File: src/rtl/qam_pkg.sv
// Shared encodings for the QAM frame mapper: mode codes, FSM states, bits-per-symbol lookup.
package qam_pkg;

  localparam logic [1:0] MODE_QPSK  = 2'd0;
  localparam logic [1:0] MODE_16QAM = 2'd1;
  localparam logic [1:0] MODE_64QAM = 2'd2;

  localparam logic [2:0] BPS_QPSK  = 3'd2;
  localparam logic [2:0] BPS_16QAM = 3'd4;
  localparam logic [2:0] BPS_64QAM = 3'd6;

  typedef enum logic [1:0] {
    ST_IDLE     = 2'd0,
    ST_PREAMBLE = 2'd1,
    ST_DATA     = 2'd2
  } state_t;

  // Reserved mode code 3 falls back to 16QAM.
  function automatic logic [2:0] bps_of(input logic [1:0] mode);
    logic [2:0] bps;
    case (mode)
      MODE_QPSK:  bps = BPS_QPSK;
      MODE_64QAM: bps = BPS_64QAM;
      default:    bps = BPS_16QAM;
    endcase
    return bps;
  endfunction

endpackage

File: src/rtl/qam_level_map.sv
// Gray-coded k-bit field (right-aligned in 3 bits) to signed constellation level.
module qam_level_map
  import qam_pkg::*;
#(
  parameter int LEVEL_W  = 9,
  parameter int AMP_STEP = 32
) (
  input  logic        [2:0]         i_gray,
  input  logic        [2:0]         i_bps,
  output logic signed [LEVEL_W-1:0] o_level
);

  logic        [2:0] w_bin;
  logic        [3:0] w_max;
  logic signed [4:0] w_odd;

  // Unused upper Gray bits are zero, so a full 3-bit conversion is valid for any k.
  assign w_bin = {i_gray[2], i_gray[2] ^ i_gray[1], ^i_gray};

  // Largest level index 2**k-1 for the active constellation.
  always_comb begin
    case (i_bps)
      BPS_QPSK:  w_max = 4'd1;
      BPS_64QAM: w_max = 4'd7;
      default:   w_max = 4'd3;
    endcase
  end

  // Odd integer 2L-(2**k-1) lies in -7..7, then scaled by the half level spacing.
  assign w_odd   = $signed({1'b0, w_bin, 1'b0}) - $signed({1'b0, w_max});
  assign o_level = LEVEL_W'(w_odd * AMP_STEP);

endmodule

File: src/rtl/qam_frame_mapper.sv
// M-QAM transmit front end: serial bit collection, Gray mapping, preamble + data framing.
//
//  state       | meaning
//  ------------+---------------------------------------------------------------
//  ST_IDLE     | outputs zero, no bits accepted; start on a tick with bit_valid
//  ST_PREAMBLE | PRE_LEN alternating (+A,+A)/(-A,-A) symbols; accumulator prefills
//  ST_DATA     | FRAME_SYMS mapped symbols, (0,0)+underrun when bits are short
module qam_frame_mapper
  import qam_pkg::*;
#(
  parameter int LEVEL_W    = 9,
  parameter int AMP_STEP   = 32,
  parameter int SYM_DIV    = 16,
  parameter int PRE_LEN    = 8,
  parameter int FRAME_SYMS = 64
) (
  input  logic                      carrier_clk,
  input  logic                      reset_n,
  input  logic        [1:0]         mode,
  input  logic                      bit_in,
  input  logic                      bit_valid,
  output logic                      bit_ready,
  output logic signed [LEVEL_W-1:0] i_out,
  output logic signed [LEVEL_W-1:0] q_out,
  output logic                      sym_strobe,
  output logic                      frame_start,
  output logic                      underrun,
  output logic                      busy
);

  localparam int DIV_W   = $clog2(SYM_DIV);
  localparam int CNT_MAX = (PRE_LEN > FRAME_SYMS) ? PRE_LEN : FRAME_SYMS;
  localparam int CNT_W   = $clog2(CNT_MAX + 1);

  localparam logic [DIV_W-1:0] DIV_LAST  = DIV_W'(SYM_DIV - 1);
  localparam logic [CNT_W-1:0] PRE_LAST  = CNT_W'(PRE_LEN - 1);
  localparam logic [CNT_W-1:0] DATA_LAST = CNT_W'(FRAME_SYMS - 1);

  state_t                      r_state;
  state_t                      w_state_nxt;
  logic        [DIV_W-1:0]     r_div_cnt;
  logic        [CNT_W-1:0]     r_sym_cnt;
  logic        [CNT_W-1:0]     w_cnt_nxt;
  logic        [1:0]           r_mode;
  logic        [1:0]           w_mode_nxt;
  logic        [5:0]           r_acc;
  logic        [5:0]           w_acc_nxt;
  logic        [2:0]           r_acc_cnt;
  logic        [2:0]           w_acc_cnt_nxt;
  logic signed [LEVEL_W-1:0]   r_i;
  logic signed [LEVEL_W-1:0]   r_q;
  logic signed [LEVEL_W-1:0]   w_i_nxt;
  logic signed [LEVEL_W-1:0]   w_q_nxt;
  logic                        r_strobe;
  logic                        r_fs;
  logic                        r_ur;
  logic                        w_strobe_nxt;
  logic                        w_fs_nxt;
  logic                        w_ur_nxt;

  logic                        w_tick;
  logic        [2:0]           w_bps;
  logic                        w_accept;
  logic        [2:0]           w_gray_i;
  logic        [2:0]           w_gray_q;
  logic signed [LEVEL_W-1:0]   w_lvl_i;
  logic signed [LEVEL_W-1:0]   w_lvl_q;
  logic        [3:0]           w_amp_mult;
  logic signed [LEVEL_W-1:0]   w_amp;

  assign w_tick    = (r_div_cnt == DIV_LAST);
  assign w_bps     = bps_of(r_mode);
  assign bit_ready = (r_state != ST_IDLE) && (r_acc_cnt < w_bps);
  assign w_accept  = bit_valid && bit_ready;

  assign i_out       = r_i;
  assign q_out       = r_q;
  assign sym_strobe  = r_strobe;
  assign frame_start = r_fs;
  assign underrun    = r_ur;
  assign busy        = (r_state != ST_IDLE);

  // Split the accumulator into I (older bits) and Q (newer bits) Gray fields.
  always_comb begin
    case (w_bps)
      BPS_QPSK: begin
        w_gray_i = {2'b00, r_acc[1]};
        w_gray_q = {2'b00, r_acc[0]};
      end
      BPS_64QAM: begin
        w_gray_i = r_acc[5:3];
        w_gray_q = r_acc[2:0];
      end
      default: begin
        w_gray_i = {1'b0, r_acc[3:2]};
        w_gray_q = {1'b0, r_acc[1:0]};
      end
    endcase
  end

  qam_level_map #(.LEVEL_W(LEVEL_W), .AMP_STEP(AMP_STEP)) u_map_i (
    .i_gray  (w_gray_i),
    .i_bps   (w_bps),
    .o_level (w_lvl_i)
  );

  qam_level_map #(.LEVEL_W(LEVEL_W), .AMP_STEP(AMP_STEP)) u_map_q (
    .i_gray  (w_gray_q),
    .i_bps   (w_bps),
    .o_level (w_lvl_q)
  );

  // Preamble amplitude is the outermost level of the latched constellation.
  always_comb begin
    case (w_bps)
      BPS_QPSK:  w_amp_mult = 4'd1;
      BPS_64QAM: w_amp_mult = 4'd7;
      default:   w_amp_mult = 4'd3;
    endcase
  end
  assign w_amp = LEVEL_W'($signed({1'b0, w_amp_mult}) * AMP_STEP);

  // Free-running symbol divider; the tick is its terminal count.
  always_ff @(posedge carrier_clk) begin
    if (!reset_n) r_div_cnt <= '0;
    else if (w_tick) r_div_cnt <= '0;
    else r_div_cnt <= r_div_cnt + DIV_W'(1);
  end

  // FSM state register.
  always_ff @(posedge carrier_clk) begin
    if (!reset_n) r_state <= ST_IDLE;
    else r_state <= w_state_nxt;
  end

  // Next state, accumulator update and the symbol to present at the coming tick.
  always_comb begin
    w_state_nxt   = r_state;
    w_cnt_nxt     = r_sym_cnt;
    w_mode_nxt    = r_mode;
    w_i_nxt       = r_i;
    w_q_nxt       = r_q;
    w_strobe_nxt  = 1'b0;
    w_fs_nxt      = 1'b0;
    w_ur_nxt      = 1'b0;
    w_acc_nxt     = r_acc;
    w_acc_cnt_nxt = r_acc_cnt;
    if (w_accept) begin
      w_acc_nxt     = {r_acc[4:0], bit_in};
      w_acc_cnt_nxt = r_acc_cnt + 3'd1;
    end
    if (w_tick) begin
      case (r_state)
        ST_IDLE: begin
          w_i_nxt = '0;
          w_q_nxt = '0;
          if (bit_valid) begin
            w_mode_nxt  = mode;
            w_state_nxt = ST_PREAMBLE;
            w_cnt_nxt   = '0;
          end
        end
        ST_PREAMBLE: begin
          w_strobe_nxt = 1'b1;
          w_fs_nxt     = (r_sym_cnt == '0);
          w_i_nxt      = r_sym_cnt[0] ? -w_amp : w_amp;
          w_q_nxt      = r_sym_cnt[0] ? -w_amp : w_amp;
          if (r_sym_cnt == PRE_LAST) begin
            w_state_nxt = ST_DATA;
            w_cnt_nxt   = '0;
          end else begin
            w_cnt_nxt = r_sym_cnt + CNT_W'(1);
          end
        end
        ST_DATA: begin
          w_strobe_nxt = 1'b1;
          if (r_acc_cnt == w_bps) begin
            w_i_nxt       = w_lvl_i;
            w_q_nxt       = w_lvl_q;
            w_acc_nxt     = w_accept ? {5'b0, bit_in} : 6'd0;
            w_acc_cnt_nxt = w_accept ? 3'd1 : 3'd0;
          end else begin
            w_i_nxt  = '0;
            w_q_nxt  = '0;
            w_ur_nxt = 1'b1;
          end
          if (r_sym_cnt == DATA_LAST) begin
            w_state_nxt   = ST_IDLE;
            w_cnt_nxt     = '0;
            w_acc_nxt     = '0;
            w_acc_cnt_nxt = '0;
          end else begin
            w_cnt_nxt = r_sym_cnt + CNT_W'(1);
          end
        end
        default: w_state_nxt = ST_IDLE;
      endcase
    end
  end

  // Datapath registers: counters, latched mode, accumulator and outputs.
  always_ff @(posedge carrier_clk) begin
    if (!reset_n) begin
      r_sym_cnt <= '0;
      r_mode    <= MODE_QPSK;
      r_acc     <= '0;
      r_acc_cnt <= '0;
      r_i       <= '0;
      r_q       <= '0;
      r_strobe  <= 1'b0;
      r_fs      <= 1'b0;
      r_ur      <= 1'b0;
    end else begin
      r_sym_cnt <= w_cnt_nxt;
      r_mode    <= w_mode_nxt;
      r_acc     <= w_acc_nxt;
      r_acc_cnt <= w_acc_cnt_nxt;
      r_i       <= w_i_nxt;
      r_q       <= w_q_nxt;
      r_strobe  <= w_strobe_nxt;
      r_fs      <= w_fs_nxt;
      r_ur      <= w_ur_nxt;
    end
  end

endmodule
File: config.mk
export PLATFORM = sky130hd
export DESIGN_NAME = qam_frame_mapper
export DESIGN_NICKNAME = d
export VERILOG_FILES = /design/src/rtl/qam_pkg.sv /design/src/rtl/qam_level_map.sv /design/src/rtl/qam_frame_mapper.sv
export SDC_FILE = /design/constraint.sdc
export NUM_CORES = 1
export LEC_CHECK = 0
export ABC_AREA = 1
export BUFFER_PORTS_ARGS = -buffer_cell sky130_fd_sc_hd__buf_2
export CAP_MARGIN = 20
export CORE_MARGIN = 2
export CORE_UTILIZATION = 25
export DETAILED_ROUTE_END_ITERATION = 10
export SKIP_LAST_GASP = 1
export SLEW_MARGIN = 20
export SYNTH_ARGS = -nofsm -noshare
export SYNTH_HDL_FRONTEND = slang
export SYNTH_HIERARCHICAL = 1
export SYNTH_SLANG_ARGS = --single-unit
File: constraint.sdc
create_clock -name carrier_clk -period 2.5 [get_ports carrier_clk]
set_clock_uncertainty 0.2 [all_clocks]
set_input_delay 0.375 -clock carrier_clk [delete_from_list [all_inputs] [get_ports carrier_clk]]
set_output_delay 0.375 -clock carrier_clk [all_outputs]
set_load 0.05 [all_outputs]
# Yosys cells after proc, flatten, opt, wreduce, memory -nomap -nowiden
# Cells that the tools add are included.
# W data, S select, Z words.
# totals
reg_bits	45
output_inout_bits	23
word_cells	82
inputBits	6
# op_classes
bitwise_logic	3
order_cmp	1
eq_ne	12
n_reduce_logical	18
add_sub_neg	6
mux	31
# ops
cell	n
$pmux W9 S3	2
$mux W6	5
$mux W9	3
$pmux W3 S2	4
$mux W7	3
$pmux W7 S3	1
$mux W3	5
$reduce_and A3 Y1	4
$neg A9 Y9	1
$add A7 B1 Y7 const B	1
$eq A7 B3 Y1 const B	1
$eq A7 B6 Y1 const B	1
$logic_not A7 Y1	1
$mux W2	3
$ne A2 B2 Y1 const B	3
$pmux W2 S3	1
$reduce_xor A3 Y1	2
$add A4 B1 Y4 const B	1
$eq A2 B2 Y1 const B	2
$eq A4 B4 Y1 const B	1
$logic_not A2 Y1	2
$mux W1	4
$reduce_and A2 Y1	2
$reduce_and A4 Y1	1
14 further kinds	17

# Depth between registers and ports, before layout
# Gate-level depths: netlist (run 1).
# logic_depth
depth_word	10
depth_mapped	15
ltp_nobuf	15

# Modules after synthesis
# The synthesis (run 1) kept the hierarchy.
# by_module_without_submodules
module	cells_each	seq_area_each_um2	area_each_um2	n_inst
qam_frame_mapper	301	900.9	2163.3	1
qam_level_map	26	0.0	153.9	2

# Least setup slack after synthesis (run 1)
# No wires, ideal clock.
# synth_path
path_type	flip-flop to flip-flop
startpoint	register r_mode[0]
endpoint	register r_acc[4]
n_path_buf	1
setup_ns	0.119
slack_ns	-0.119
t_required_ns	2.181
synth_period_minus_slack_ns	2.619
path_stages_with_launch	10
arrival_time_ns	2.300
cell_sequence	dfxtp_1 nor2_1 ha_1 inv_1 nor2_1 nor3_2 nand2_1 buf_2 o21ai_0 nor2_1
# synth_between
elab_chain_len	10
elab_cells_between_ends	12
cone_classes	order compare: 1; eq/ne: 2; mux: 6; reduce/logical: 3
# synth_lines
element	line	source
start: declaration	qam_frame_mapper.sv:44	logic [1:0] r_mode;
start signal: assignment	qam_frame_mapper.sv:215	r_mode <= w_mode_nxt;
$eq A2 B2 Y1 or $logic_not A2 Y1 (tied branches)	qam_pkg.sv:21	case (mode)
$pmux W3 S2 *	qam_pkg.sv:21	
$lt A3 B3 Y1 *	qam_frame_mapper.sv:73	assign bit_ready = (r_state != ST_IDLE) && (r_acc_cnt < w_bps);
$logic_and A1 B1 Y1 *	qam_frame_mapper.sv:73	
named net bit_ready	qam_frame_mapper.sv:22	output logic bit_ready,
$logic_and A1 B1 Y1 *	qam_frame_mapper.sv:74	assign w_accept = bit_valid && bit_ready;
$mux W6 *	qam_frame_mapper.sv:148	if (w_accept) begin
$mux W6	qam_frame_mapper.sv:177	if (r_acc_cnt == w_bps) begin
$mux W6	qam_frame_mapper.sv:187	if (r_sym_cnt == DATA_LAST) begin
$mux W6	qam_frame_mapper.sv:153	case (r_state)
$mux W6 *	qam_frame_mapper.sv:152	if (w_tick) begin
end signal: assignment	qam_frame_mapper.sv:216	r_acc <= w_acc_nxt;
end: declaration	qam_frame_mapper.sv:46	logic [5:0] r_acc;
# The timed path passes the listed nets; every way through them passes the cells marked *.
# A chain may end at the register's enable or synchronous reset.

# Worst setup path after layout (run 1)
# layout_path
startpoint	register r_mode[0]
endpoint	register r_q[8], in the netlist q_out[8]
# layout_between
elab_chain_len	8
elab_cells_between_ends	15
cone_classes	add/sub: 2; eq/ne: 4; mux: 6; bitwise: 1; reduce/logical: 2
# layout_lines
element	line	source
$eq A2 B2 Y1 or $logic_not A2 Y1 (tied branches)	qam_pkg.sv:21	
$pmux W3 S2 *	qam_pkg.sv:21	
$eq A3 B3 Y1 or $eq A3 B2 Y1 (tied branches)	qam_frame_mapper.sv:85	case (w_bps)
$pmux W3 S2 *	qam_frame_mapper.sv:85	
named net w_gray_q[2]	qam_frame_mapper.sv:65	logic [2:0] w_gray_q;
$reduce_xor A3 Y1 or $xor A1 B1 Y1 (tied branches)	qam_level_map.sv:18	assign w_bin = {i_gray[2], i_gray[2] ^ i_gray[1], ^i_gray};
$sub A4 B3 Y4 *	qam_level_map.sv:30	assign w_odd = $signed({1'b0, w_bin, 1'b0}) - $signed({1'b0, w_max});
named net w_lvl_q[8]	qam_frame_mapper.sv:67	logic signed [LEVEL_W-1:0] w_lvl_q;
$mux W9 *	qam_frame_mapper.sv:177	
$pmux W9 S3 *	qam_frame_mapper.sv:153	
end signal: assignment	qam_frame_mapper.sv:219	r_q <= w_q_nxt;
end: declaration	qam_frame_mapper.sv:51	logic signed [LEVEL_W-1:0] r_q;
# Marks and branches as above.

==> flow_summary_export.csv, run 1 <==
group,metric,value,unit
global_route,track_usage,0.104,
die,dieWidth,103,um
final_layout,fillers,1079,
worst_setup_path,crit_family,"adder cells",
worst_setup_path,cp_slowest_stage_delay,0.37,ns
detailed_routing,drc,0,
final_layout,multi_input_area,0.00135,mm2
die,num_rows,36,
logic_synthesis,syn_area,0.00247,mm2
detailed_routing,vias,2144,
global_route,top_usage_layer,"met2",
clocking,cts_hold_buf,0,
worst_setup_path,cp-start-kind,"flip-flop",
clocking,cts_tree,"yes",
worst_setup_path,setup.worst_path.end_class,"flip-flop",
detailed_routing,wire_per_inst,9.96,um
clocking,cts.path.max_buffers,2,
logic_synthesis,synthSimpleGateAreaFrac,0.303,
power,power.share.sequential,0.601,
power,p_switching,0.276,mW
logic_synthesis,avgSynthCellArea,7.00,um2
logic_synthesis,synth-seq-cells,45,
detailed_routing,finalWirelength,5170,um
worst_setup_path,path_buf_inv,3,
final_layout,antenna_cells,0,
timing,fin_crit,2.32,ns
timing,fin_ws,0.181,ns
clocking,clk_pin_slew,0.09,ns
logic_synthesis,yosys.area_share.adder,0.0820,
power,p_int,0.925,mW
power,ir_worst_vdd,0.171,mV
clocking,cts_setup_buffers,0,
worst_setup_path,crit_fanout,5,
global_route,grt_use_met3,0.0309,
global_route,use_met2,0.183,
worst_hold_path,hold_path_class,"input pin to flip-flop",
logic_synthesis,synth_top_family_by_area,"simple AND/OR/NAND/NOR gates",
global_route,grt_overflow,0,
clocking,numCtsBuffers,5,
final_layout,fin_cells,519,
die,dieArea,0.0107,mm2
status,status,"finished clean",
timing,hold_slack,0.155,ns
detailed_routing,firstDrtPassIters,4,
timing,finalSetupViolations,0,
global_route,met1_usage,0.123,
power,leakagePower,1.32,nW
global_route,grt_pass1_wl,8670,um
worst_setup_path,crit_type,"flip-flop to flip-flop",
place,hpwlAfterDp,3990,um
global_route,grt_start_max_net_pins,21,
final_layout,fin_nets,406,
clocking,clock-sinks,45,
logic_synthesis,yosysSeqAreaShare,0.365,
worst_setup_path,crit_required,2.53,ns
timing,slew_headroom,0.665,
place,place_inst,511,
place,gp_congestion,0.837,
logic_synthesis,synth_compound_area_frac,0.106,
timing,tns,0,ns
worst_setup_path,worstPathArrival,2.35,ns
detailed_routing,ant_nets,0,
logic_synthesis,synth-edff-count,0,
logic_synthesis,muxShareOfSynthArea,0,
timing,rsz0062_at_grt,"no",
logic_synthesis,ys_warn_count,6,
logic_synthesis,netlist_instances,353,
final_layout,layout.area.seq,905,um2
logic_synthesis,synth_xor_area_frac,0.0213,
global_route,antenna_found_initial,0,
flow_run,maxCapViolations,0,
final_layout,drive_gt1_frac,0.161,
power,p_comb_frac,0.032,
clocking,insertion_delay,0.29,ns
timing,finalCritPeriodShare,0.928,
detailed_routing,vias_per_cell,4.13,
logic_synthesis,ys.flop_type,"dfxtp_1",
timing,fmax,431,MHz
power,p_total,1.20,mW
clocking,root_buffer,"clkbuf_8",
worst_setup_path,crit_slowest_cell,"dfxtp_4",
die,core_area,0.00968,mm2
die,die-height,103,um
power,swShare,0.230,
power,clkPwrFrac,0.367,
timing,finalHoldViolations,0,
place,dp_slack,0.0808,ns
place,portBuffers,28,
timing,tightest_slew,0.500,ns
logic_synthesis,synth_cell_types,30,
timing,maxSlewViolCount,0,
clocking,cts-resized-gates,0,
worst_setup_path,path_common_cell,"nand2_1",
detailed_routing,drt_iter0_drc,82,
die,ios,29,
final_layout,area_growth,15.2,%
clocking,h-tree-depth,2,
worst_setup_path,cp_cell_sequence,"nor2_2 -> inv_2 -> nor2_2 -> buf_4 -> inv_2 -> nand2_1 -> nand3_1 -> nand2_1 -> ha_1 -> fa_1 -> xnor2_1 -> nand2_1 -> o21ai_0 -> nand2_1 -> a21oi_1",
global_route,grt_pass1_vias,1901,
die,start_util,0.255,
logic_synthesis,async_reset_ff_frac,0,
power,p_per_area,422,mW/mm2
[cell families (layout without fill, tap and decap cells)]
group | count (synthesis) | after routing
other cells | 5 | 15
xor+xnor | 6 | 6
flops | 45 | 45
buf+inv | 61 | 84
simple gates | 170 | 170
compound gates | 51 | 51
fa+ha+maj | 15 | 15
[flip-flops by register name, summed over array words and instances, names as in the netlist]
signal / flops
r_mode: 2
sym_strobe: 1
frame_start: 1
r_state: 2
r_sym_cnt: 7
q_out: 9
r_acc: 6
underrun: 1
i_out: 9
r_acc_cnt: 3
r_div_cnt: 4
[cell usage after synthesis (5+ instances only)]
| library cell | n | area, um2 |
|---|---|---|
| nand3_1 | 20 | 100 |
| nor2_1 | 41 | 154 |
| nand2_1 | 91 | 342 |
| conb_1 | 5 | 18.8 |
| dfxtp_1 | 45 | 901 |
| buf_4 | 12 | 90.1 |
| a21oi_1 | 29 | 145 |
| inv_1 | 40 | 150 |
| o21ai_0 | 19 | 95.1 |
| ha_1 | 13 | 163 |
[final timing paths]
| kind | end | startpoint | slack [ns] | cells after the start |
|---|---|---|---|---|
| worst max register to register | q_out[8]$_SDFFE_PN0P_ | r_mode[0]$_SDFFE_PN0P_ | 0.18 | 15 |
| worst min-delay path | r_acc[0]$_SDFF_PN0_ | bit_in | 0.16 | 3 |
| worst min register to register | r_div_cnt[0]$_SDFF_PP0_ | r_div_cnt[0]$_SDFF_PP0_ | 0.26 | 1 |
| worst max-delay path | q_out[8]$_SDFFE_PN0P_ | r_mode[0]$_SDFFE_PN0P_ | 0.18 | 15 |
[layer usage]
| metal | share of wire | vias to the layer above |
|---|---|---|
| met2 | 0.49 | 28 |
| li1 | - | 1154 |
| met3 | 0.037 | 5 |
| met5 | 0 | - |
| met1 | 0.46 | 957 |
| met4 | 0.0068 | 0 |
[power groups by stage]
stage                     clock network (mW)  logic (mW)  registers (mW)
after floorplan                            0      0.0376           0.739
after global placement                     0      0.0383           0.740
after detailed placement                   0      0.0388           0.740
after CTS                              0.466      0.0390           0.723
after global routing                   0.504      0.0448           0.723
final                                  0.440      0.0388           0.722
[layout make-up]
type / instances / area share
multi-input combinational: 257 / 0.474
clock buffer: 5 / 0.0242
timing repair buffer: 33 / 0.0624
inverter: 43 / 0.0567
clock inverter: 3 / 0.00615
sequential: 45 / 0.318
tap: 133 / 0.0585
[per-stage QoR]
step / util / cell area [um2]
after global placement: 0.282 / 2730
after detailed placement: 0.282 / 2730
after floorplan: - / 2510
after CTS: 0.291 / 2820
final: 0.294 / 2850
after global routing: 0.294 / 2850
[cell usage in the layout, fill, tap and decap left out, drive strengths merged, types with 2 or more instances in the layout]
cell / n
inv: 42
clkbuf: 5
clkinv: 3
buf: 33
nor2: 45
dfxtp: 45
conb: 15
ha: 13
a21oi: 29
nand4: 4
fa: 2
nand2: 95
xor2: 3
nor3: 5
o21ai: 19
nand3: 20
xnor2: 3
[worst min-delay path, stage by stage]
cell and delay, ns:
buf_2 0.09, o21ai_0 0.07, nor2_1 0.08
Note: power is estimated with default switching activity, not from simulation.
==> run 2, diff against run 1 <==
CELL_PAD_IN_SITES_DETAIL_PLACEMENT = 0   (was default)
CELL_PAD_IN_SITES_GLOBAL_PLACEMENT = 1   (was default)
PLACE_DENSITY_LB_ADDON = 0.1   (was default)
==> run 2 against run 1 <==
Net effect: non-clock buffer count up 3; sequential power about the same; register-to-register slack improved by 0.04 ns; fmax grew 1.9%; cell count grew 0.58%; core utilization up 0.22 points; worst hold slack lost 0.020 ns.
==> flow_summary_export.csv, run 2 (synthesis results as in run 1) <==
group,metric,value,unit
final_layout,fin_nets,409,
worst_setup_path,crit_fanout,5,
worst_setup_path,crit_family,"adder cells",
die,core_area,0.00968,mm2
worst_setup_path,crit_type,"flip-flop to flip-flop",
global_route,grt_pass1_wl,9870,um
timing,finalHoldViolations,0,
final_layout,mostFrequentLayoutCell,"nand2_1",
worst_setup_path,path_buf_inv,1,
worst_setup_path,crit_required,2.54,ns
worst_hold_path,holdPathEnd,"r_acc[0]$_SDFF_PN0_",
timing,finalCritPeriodShare,0.910,
clocking,clock-sinks,45,
die,start_util,0.255,
clocking,insertion_delay,0.30,ns
die,dieWidth,103,um
worst_setup_path,worstPathArrival,2.32,ns
status,status,"finished clean",
timing,fmax,439,MHz
power,swShare,0.241,
clocking,numCtsBuffers,5,
detailed_routing,wire_per_inst,11.4,um
power,p_per_area,426,mW/mm2
place,gp_congestion,0.753,
timing,hold_slack,0.135,ns
timing,maxSlewViolCount,0,
global_route,grt_overflow,0,
worst_setup_path,cp_slowest_stage_delay,0.37,ns
power,ir_worst_vdd,0.160,mV
die,dieArea,0.0107,mm2
worst_setup_path,regToRegStartpoint,"r_mode[0]$_SDFFE_PN0P_",
clocking,cts_tree,"yes",
flow_run,maxCapViolations,0,
global_route,track_usage,0.120,
final_layout,fillers,1098,
global_route,grt_pass1_vias,2044,
worst_setup_path,cp_cell_sequence,"nor2_2 -> a22oi_1 -> o21ai_1 -> inv_1 -> nand3_1 -> nand2_1 -> ha_1 -> fa_1 -> xnor2_1 -> nand2_1 -> o21ai_0 -> nand2_1 -> a21oi_1",
worst_setup_path,r2r_cells,13,
final_layout,fin_util,0.296,
timing,rsz0062_at_grt,"yes",
clocking,cts.path.max_buffers,2,
worst_hold_path,hold_path_class,"input pin to flip-flop",
global_route,grt_start_max_net_pins,18,
detailed_routing,finalWirelength,5950,um
final_layout,drive_gt1_frac,0.170,
final_layout,antenna_cells,0,
final_layout,area_growth,16.1,%
place,portBuffers,28,
detailed_routing,vias_per_cell,4.09,
power,clkPwrFrac,0.376,
worst_setup_path,setup.worst_path.end_class,"flip-flop",
final_layout,fin_cells,522,
place,hpwlAfterDp,4510,um
worst_setup_path,reg2reg_slack,0.22,ns
power,p_total,1.22,mW
worst_hold_path,min_path_cells,3,
worst_setup_path,cp-start-kind,"flip-flop",
final_layout,final_area,0.00287,mm2
global_route,antenna_found_initial,0,
clocking,root_buffer,"clkbuf_8",
power,p_switching,0.294,mW
die,die-height,103,um
worst_setup_path,critical_path.reg2reg.endpoint,"i_out[8]$_SDFFE_PN0P_",
clocking,h-tree-depth,2,
place,placed_cell_area,0.00276,mm2
final_layout,final_cell_mix,"91 x nand2_1, 43 x dfxtp_1, 38 x inv_1",
timing,finalSetupViolations,0,
die,num_rows,36,
power,power.share.sequential,0.591,
place,place_inst,514,
detailed_routing,vias,2134,
power,leakagePower,1.34,nW
timing,fin_crit,2.28,ns
detailed_routing,drc,0,
detailed_routing,firstDrtPassIters,4,
die,ios,29,
worst_hold_path,hold_start,"bit_in",
power,p_int,0.926,mW
detailed_routing,ant_nets,0,
clocking,clk_pin_slew,0.09,ns
power,p_comb_frac,0.032,
worst_setup_path,path_common_cell,"nand2_1",
worst_setup_path,crit_slowest_cell,"dfxtp_4",
detailed_routing,drt_iter0_drc,56,
==> run 2: timing repair <==
item	4_1_cts	5_1_grt
gates resized for setup	0	13
hold buffers	0	0
setup endpoints to repair	0	4
setup buffers	0	0
==> run 2: worst reg2reg max path, delay by kind of cell (launching register included) <==
kind | cells | cell delay, ns
adder cells (fa/ha/maj) | 2 | 0.57
buffers and inverters | 1 | 0.07
AO/OA/AOI/OAI | 4 | 0.41
flip-flops | 1 | 0.37
XOR/XNOR | 1 | 0.15
AND/OR/NAND/NOR | 5 | 0.44
==> run 2: final cells by class <==
cell class              instances  area [um2]  area share
clock buffers                   6        72.6      0.0253
repair buffers                 36         200      0.0698
flip-flops and latches         45         906       0.316
clock inverters                 2        10.0     0.00349
inverters                      43         161      0.0563
multi-input cells             257        1350       0.471
well taps                     133         166      0.0580
==> run 2: metal layers <==
layer / share of wire / up-vias / GRT usage / routed length [um]
met4: 0.0091 / 0 / 0.0304 / 54
met3: 0.024 / 5 / 0.0228 / 145
met5: 0 / - / 0 / 0
li1: - / 1152 / - / -
met1: 0.48 / 957 / 0.156 / 2840
met2: 0.49 / 20 / 0.203 / 2910
==> run 2: worst max-delay path by stage <==
stage | slack [ns] | endpoint | start | cells past startpoint
floorplan | 0.14 | r_acc[4]$_SDFF_PN0_ | r_mode[0]$_SDFFE_PN0P_ | 9
global placement | 0.12 | i_out[8]$_SDFFE_PN0P_ | r_mode[1]$_SDFFE_PN0P_ | 14
detailed placement | 0.09 | i_out[8]$_SDFFE_PN0P_ | r_mode[1]$_SDFFE_PN0P_ | 14
CTS | 0.06 | i_out[8]$_SDFFE_PN0P_ | r_mode[1]$_SDFFE_PN0P_ | 14
global route | -0.006 | i_out[8]$_SDFFE_PN0P_ | r_mode[0]$_SDFFE_PN0P_ | 13
finish | 0.22 | i_out[8]$_SDFFE_PN0P_ | r_mode[0]$_SDFFE_PN0P_ | 13
==> run 2: metrics by stage <==
step                      TNS [ns]  setup slack (ns)
after CTS                        0            0.0609
after global placement           0             0.120
after detailed placement         0            0.0852
after global routing      -0.00554          -0.00554
final                            0             0.224
after floorplan                  0             0.143
==> run 2: power groups by stage <==
stage	combinational [mW]	sequential, mW	clock [mW]
after global routing	0.0464	0.722	0.507
after CTS	0.0403	0.723	0.486
after global placement	0.0404	0.740	0
final	0.0394	0.722	0.459
after floorplan	0.0376	0.739	0
after detailed placement	0.0403	0.740	0
